$ cat config.mk
export PLATFORM = sky130hd
export DESIGN_NAME = pipe_hazard_ctrl
export DESIGN_NICKNAME = d
export VERILOG_FILES = /design/src/rtl/pipe_hazard_ctrl.sv
export SDC_FILE = /design/constraint.sdc
export NUM_CORES = 1
export LEC_CHECK = 0
export BUFFER_PORTS_ARGS = -buffer_cell sky130_fd_sc_hd__buf_2
export CAP_MARGIN = 10
export CORE_AREA = 2 2 95 97
export DETAILED_ROUTE_END_ITERATION = 10
export DIE_AREA = 0 0 97 99
export PLACE_DENSITY_LB_ADDON = 0.15
export SYNTH_ARGS = -nofsm -noshare
export SYNTH_HDL_FRONTEND = slang
export SYNTH_SLANG_ARGS = --single-unit
export TNS_END_PERCENT = 5
$ cat constraint.sdc
create_clock -name clk -period 3.01 [get_ports clk]
set_clock_uncertainty 0.1 [all_clocks]
set_input_delay 0.301 -clock clk [delete_from_list [all_inputs] [get_ports clk]]
set_output_delay 0.301 -clock clk [all_outputs]
set_load 0.1 [all_outputs]
$ cat src/rtl/pipe_hazard_ctrl.sv
// Central stall/flush controller for the 5-stage core: per-stage register enables,
// bubble/flush strobes, multi-cycle memory freeze and saturating performance counters.
module pipe_hazard_ctrl #(
    parameter int REG_ADDR_W = 5,
    parameter int MEM_LAT    = 2,
    parameter int CNT_W      = 32
) (
    input  logic                  clk,
    input  logic                  rst,
    input  logic                  enable,
    input  logic [REG_ADDR_W-1:0] id_rs,
    input  logic [REG_ADDR_W-1:0] id_rt,
    input  logic                  id_uses_rt,
    input  logic                  ex_mem_read,
    input  logic [REG_ADDR_W-1:0] ex_rd,
    input  logic                  ex_branch_taken,
    input  logic                  id_jump,
    input  logic                  mem_access,
    output logic                  pc_en,
    output logic                  if_id_en,
    output logic                  id_ex_en,
    output logic                  ex_mem_en,
    output logic                  mem_wb_en,
    output logic                  if_id_flush,
    output logic                  id_ex_flush,
    output logic                  mem_busy,
    output logic [CNT_W-1:0]      stall_cnt,
    output logic [CNT_W-1:0]      flush_cnt
);

    localparam logic [0:0] ST_RUN  = 1'b0;
    localparam logic [0:0] ST_WAIT = 1'b1;
    localparam bit         HAS_WAIT = (MEM_LAT > 0);
    localparam logic [3:0] LAT_M1   = (MEM_LAT > 0) ? 4'(MEM_LAT - 1) : 4'd0;

    logic [0:0] state, state_nxt;
    logic [3:0] wait_cnt, wait_cnt_nxt;
    logic       load_use;
    logic       stall_inc;
    logic       flush_inc;

    function automatic logic [CNT_W-1:0] sat_inc(input logic [CNT_W-1:0] v);
        return (&v) ? v : v + {{(CNT_W-1){1'b0}}, 1'b1};
    endfunction

    assign load_use = ex_mem_read && (ex_rd != '0) &&
                      ((ex_rd == id_rs) || (id_uses_rt && (ex_rd == id_rt)));

    always_comb begin
        pc_en        = 1'b0;
        if_id_en     = 1'b0;
        id_ex_en     = 1'b0;
        ex_mem_en    = 1'b0;
        mem_wb_en    = 1'b0;
        if_id_flush  = 1'b0;
        id_ex_flush  = 1'b0;
        state_nxt    = state;
        wait_cnt_nxt = wait_cnt;
        mem_busy     = !rst && (state == ST_WAIT);
        if (!rst && enable) begin
            if ((state == ST_WAIT) && (wait_cnt != 4'd0)) begin
                wait_cnt_nxt = wait_cnt - 4'd1;
            end else if ((state == ST_RUN) && mem_access && HAS_WAIT) begin
                wait_cnt_nxt = LAT_M1;
                state_nxt    = ST_WAIT;
            end else begin
                // Release cycle falls through here too; its mem_access is the finished access.
                state_nxt = ST_RUN;
                pc_en     = 1'b1;
                if_id_en  = 1'b1;
                id_ex_en  = 1'b1;
                ex_mem_en = 1'b1;
                mem_wb_en = 1'b1;
                if (ex_branch_taken) begin
                    if_id_flush = 1'b1;
                    id_ex_flush = 1'b1;
                end else if (load_use) begin
                    pc_en       = 1'b0;
                    if_id_en    = 1'b0;
                    id_ex_flush = 1'b1;
                end else if (id_jump) begin
                    if_id_flush = 1'b1;
                end
            end
        end
    end

    assign stall_inc = enable && !rst && !pc_en;
    assign flush_inc = if_id_flush || id_ex_flush;

    always_ff @(posedge clk) begin
        if (rst) begin
            state     <= ST_RUN;
            wait_cnt  <= 4'd0;
            stall_cnt <= '0;
            flush_cnt <= '0;
        end else begin
            state    <= state_nxt;
            wait_cnt <= wait_cnt_nxt;
            if (stall_inc) stall_cnt <= sat_inc(stall_cnt);
            if (flush_inc) flush_cnt <= sat_inc(flush_cnt);
        end
    end

endmodule

==> key figures <==
Timing
  • Fin crit period: roughly 2.7 ns
  • Final Max Slew Viols: 0
  • Slew headroom: 51.8%
  • F_max: ~0.37 GHz
  • RSZ-0062 raised after global routing: false
  • Hold_ws: 0.121 ns
  • Final setup margin: 0.297 ns
  • Crit share post-route: 90.1%
  • Final hold vios: 0
  • Setup Viol. Count Final: 0
  • Slew @ Worst Pin: between 0.7 and 0.8 ns

Pwr
  • Max rail drop VDD: 0.000275 V
  • Tot Pwr: 1960 µW
  • P per Cell Area: around 440 mW/mm²
  • P_leak: 0.00170 µW

Routing
  • Via count: about 3800
  • 1st-iter DRT viols: roughly 130
  • Final wirelength: 9.43 mm
  • DRC: 0
  • Drt pass-1 iters: 5
  • Via density: roughly 6
  • DR WL/cell: 14.6 µm
  • Post-route ant nets: 0

Clocking
  • Clk root buf: clkbuf_8
  • Post-cts sizing count: 0
  • CTS Hold Bufs: 0
  • CTS sink count: 69
  • Post-CTS Repair Setup Buffers: 0
  • Reg clk slew, reported paths: 0.07 ns
  • Clock latency on the worst-skew pair: 0.34 ns
  • Total CTS buffers: 9
  • CTS H-tree lvls: 3
  • CTS tree: yes
  • CTS max path bufs: 2

Layout
  • Area delta synth->final: 19.8%
  • Most common cell after layout, fill and taps aside: buf_2
  • Layout fillers: between 800 and 900
  • Final nets: 560
  • Fin area: 0.00449 mm²
  • # diodes: 0
  • Final cell count without fillers: 647
  • Most frequent cells in the layout: 94 x buf_2, 69 x dfxtp_1, 51 x a21oi_1, 36 x nand2_1, 33 x or4_1
  • Share of cells above drive strength 1: 24.3%

Setup path
  • Critical path arrival: 2.31 ns
  • Crit-path max cell delay: 0.45 ns
  • WS Path Type: reg -> out
  • Startpoint Class: flop
  • Worst endpoint required time: roughly 2.6 ns
  • CP cell instances: inv_1, ha_1, or3b_4, a211o_1, nor3_2, buf_2
  • Max stage delay cell, worst path: buf_2
  • CP Capture Type: output port
  • Crit-path max FO: 5

Die
  • Rows: 34
  • DIE HEIGHT: about 100 µm
  • Die area: approximately 0.0096 mm²
  • Die X: 97 µm
  • Initial Util: 43.9%
  • IO Count: 95
  • Core ar.: 0.00855 mm²

GRT
  • Largest net degree at the start of global routing: 67
  • First-pass GRT wire length: approximately 16 mm
  • Initial antenna violation count: 0
  • GRT Overall Usage: 19.2%
  • Gr ovfl total: 0
  • Vias in the first global route: 3384

Worst hold path
  • Hold/Removal Path Class: in -> reg

Job
  • # Max-Cap Violations: 0

Logic synthesis
  • Yosys cell types: 57
  • Mapped Area: 0.00375 mm²
  • Syn Inst Count: 451
  • Post-synthesis mux area share: 2.07%
  • Synth area leaders: dfxtp_1 37%, a21oi_1 6.8%, or4_1 6.6%
  • Ys Warns: 0
  • EDFF count, synth: 0
  • Post-Synth Adder-Cell Area: 1.00%
  • Combinational family with the most area after synthesis: simple AND/OR/NAND/NOR gates
  • Top-area cell type share of the netlist area: ~37%
  • Post-Synth Simple-Gate Area: 30.1%
  • Post-synth net total: ~480
  • Syn Area/Cell: between 8 and 9 µm²
  • Register area share after synthesis: ~37%
  • Async set or reset register ratio after synthesis: 0%
  • Yosys reg bits: 69
  • Compound-gate portion of the synthesized area: a little over a fifth
  • Post-synth top flop: dfxtp_1
  • Xor/xnor share of the synthesized area: 3.04%
  • Area leader, netlist: dfxtp_1

Placement
  • IO Port Bufs: 94
  • Pre-CTS WS: around 0.36 ns
  • HPWL Detailed: 6.36 mm
  • Routability cong.: 0.824
  • Placed Cells: 631
  • Dpl cell area: 0.00427 mm²

Status
  • Status: complete, no violations
critical path: cells and delay by family (launching register included):
kind,cells,cell delay [ns]
and+or+nand+nor,2,0.59
adders and majority gates,1,0.16
buffers and inverters,2,0.53
DFF,1,0.31
AOI/OAI and AO/OA,1,0.39
cell type report:
cell class                      count  area (µm²)  share of cell area, %
Timing Repair Buffer               99         533                   11.9
Clock inverter                      4        70.1                   1.56
Inverter                           15        56.3                   1.25
Sequential cell                    69        1380                   30.8
Tap cell                          108         135                   3.01
Clock buffer                       12         155                   3.46
Multi-Input combinational cell    340        2160                   48.1
cell families after synthesis:
family	Yosys count
xor+xnor	13
mux	7
fa+ha+maj	3
simple gates	191
flops	69
buf+inv	42
compound gates	126
power by group:
part | switching [µW] | internal (µW) | leakage [µW]
clock | 347 | 510 | 0.000116
sequential | 6.94 | 917 | 0.000556
combinational | 126 | 49.3 | 0.00102
flip-flops by register name, indices dropped and copies added (netlist names):
name and flops:
flush_cnt 32, stall_cnt 32, wait_cnt 4, state 1
per-stage QoR:
stage	utilization, %	setup TNS [ns]
floorplan	-	-0.710
detailed placement	49.9	0
finish	52.5	0
global placement	49.9	0
CTS	52.5	0
global route	52.5	0
routing by layer:
layer | track usage (%) | vias up | part of all wire, %
met4 | 5.63 | 0 | 0.99
met1 | 23.0 | 1807 | 46
li1 | - | 1893 | -
met3 | 5.39 | 8 | 4.6
met2 | 33.7 | 79 | 49
met5 | 0 | - | 0
Yosys cell counts (2+ instances only):
library cell,instances
buf_4,3
xnor2_1,12
nor4_1,7
ha_1,3
o211ai_1,2
nor2b_1,6
or2_2,3
nand2_1,36
and3_1,8
o21ai_1,5
inv_1,13
and4_2,2
a21oi_1,51
o31ai_1,30
o41ai_1,5
nand4_1,11
clkbuf_1,12
mux2_1,5
or4_1,33
a211oi_1,2
dfxtp_1,69
nor2_1,18
or3_1,23
o21ai_0,16
o21a_1,2
clkbuf_8,2
and4_1,4
nor3_1,3
buf_2,8
o311ai_0,5
nand3_1,26
worst paths after layout:
kind                            cells past startpoint                        from                    endpoint  slack [ns]
worst max-delay path                                6    wait_cnt[0]$_SDFFE_PP0P_                 if_id_flush        0.30
worst min-delay path                                2                      enable    wait_cnt[2]$_SDFFE_PP0P_        0.12
worst max register to register                      9    wait_cnt[0]$_SDFFE_PP0P_  flush_cnt[13]$_SDFFE_PP0P_        0.34
worst min register to register                      2  stall_cnt[30]$_SDFFE_PP0P_  stall_cnt[30]$_SDFFE_PP0P_        0.39
No activity file was read; power rests on OpenSTA's default activity.
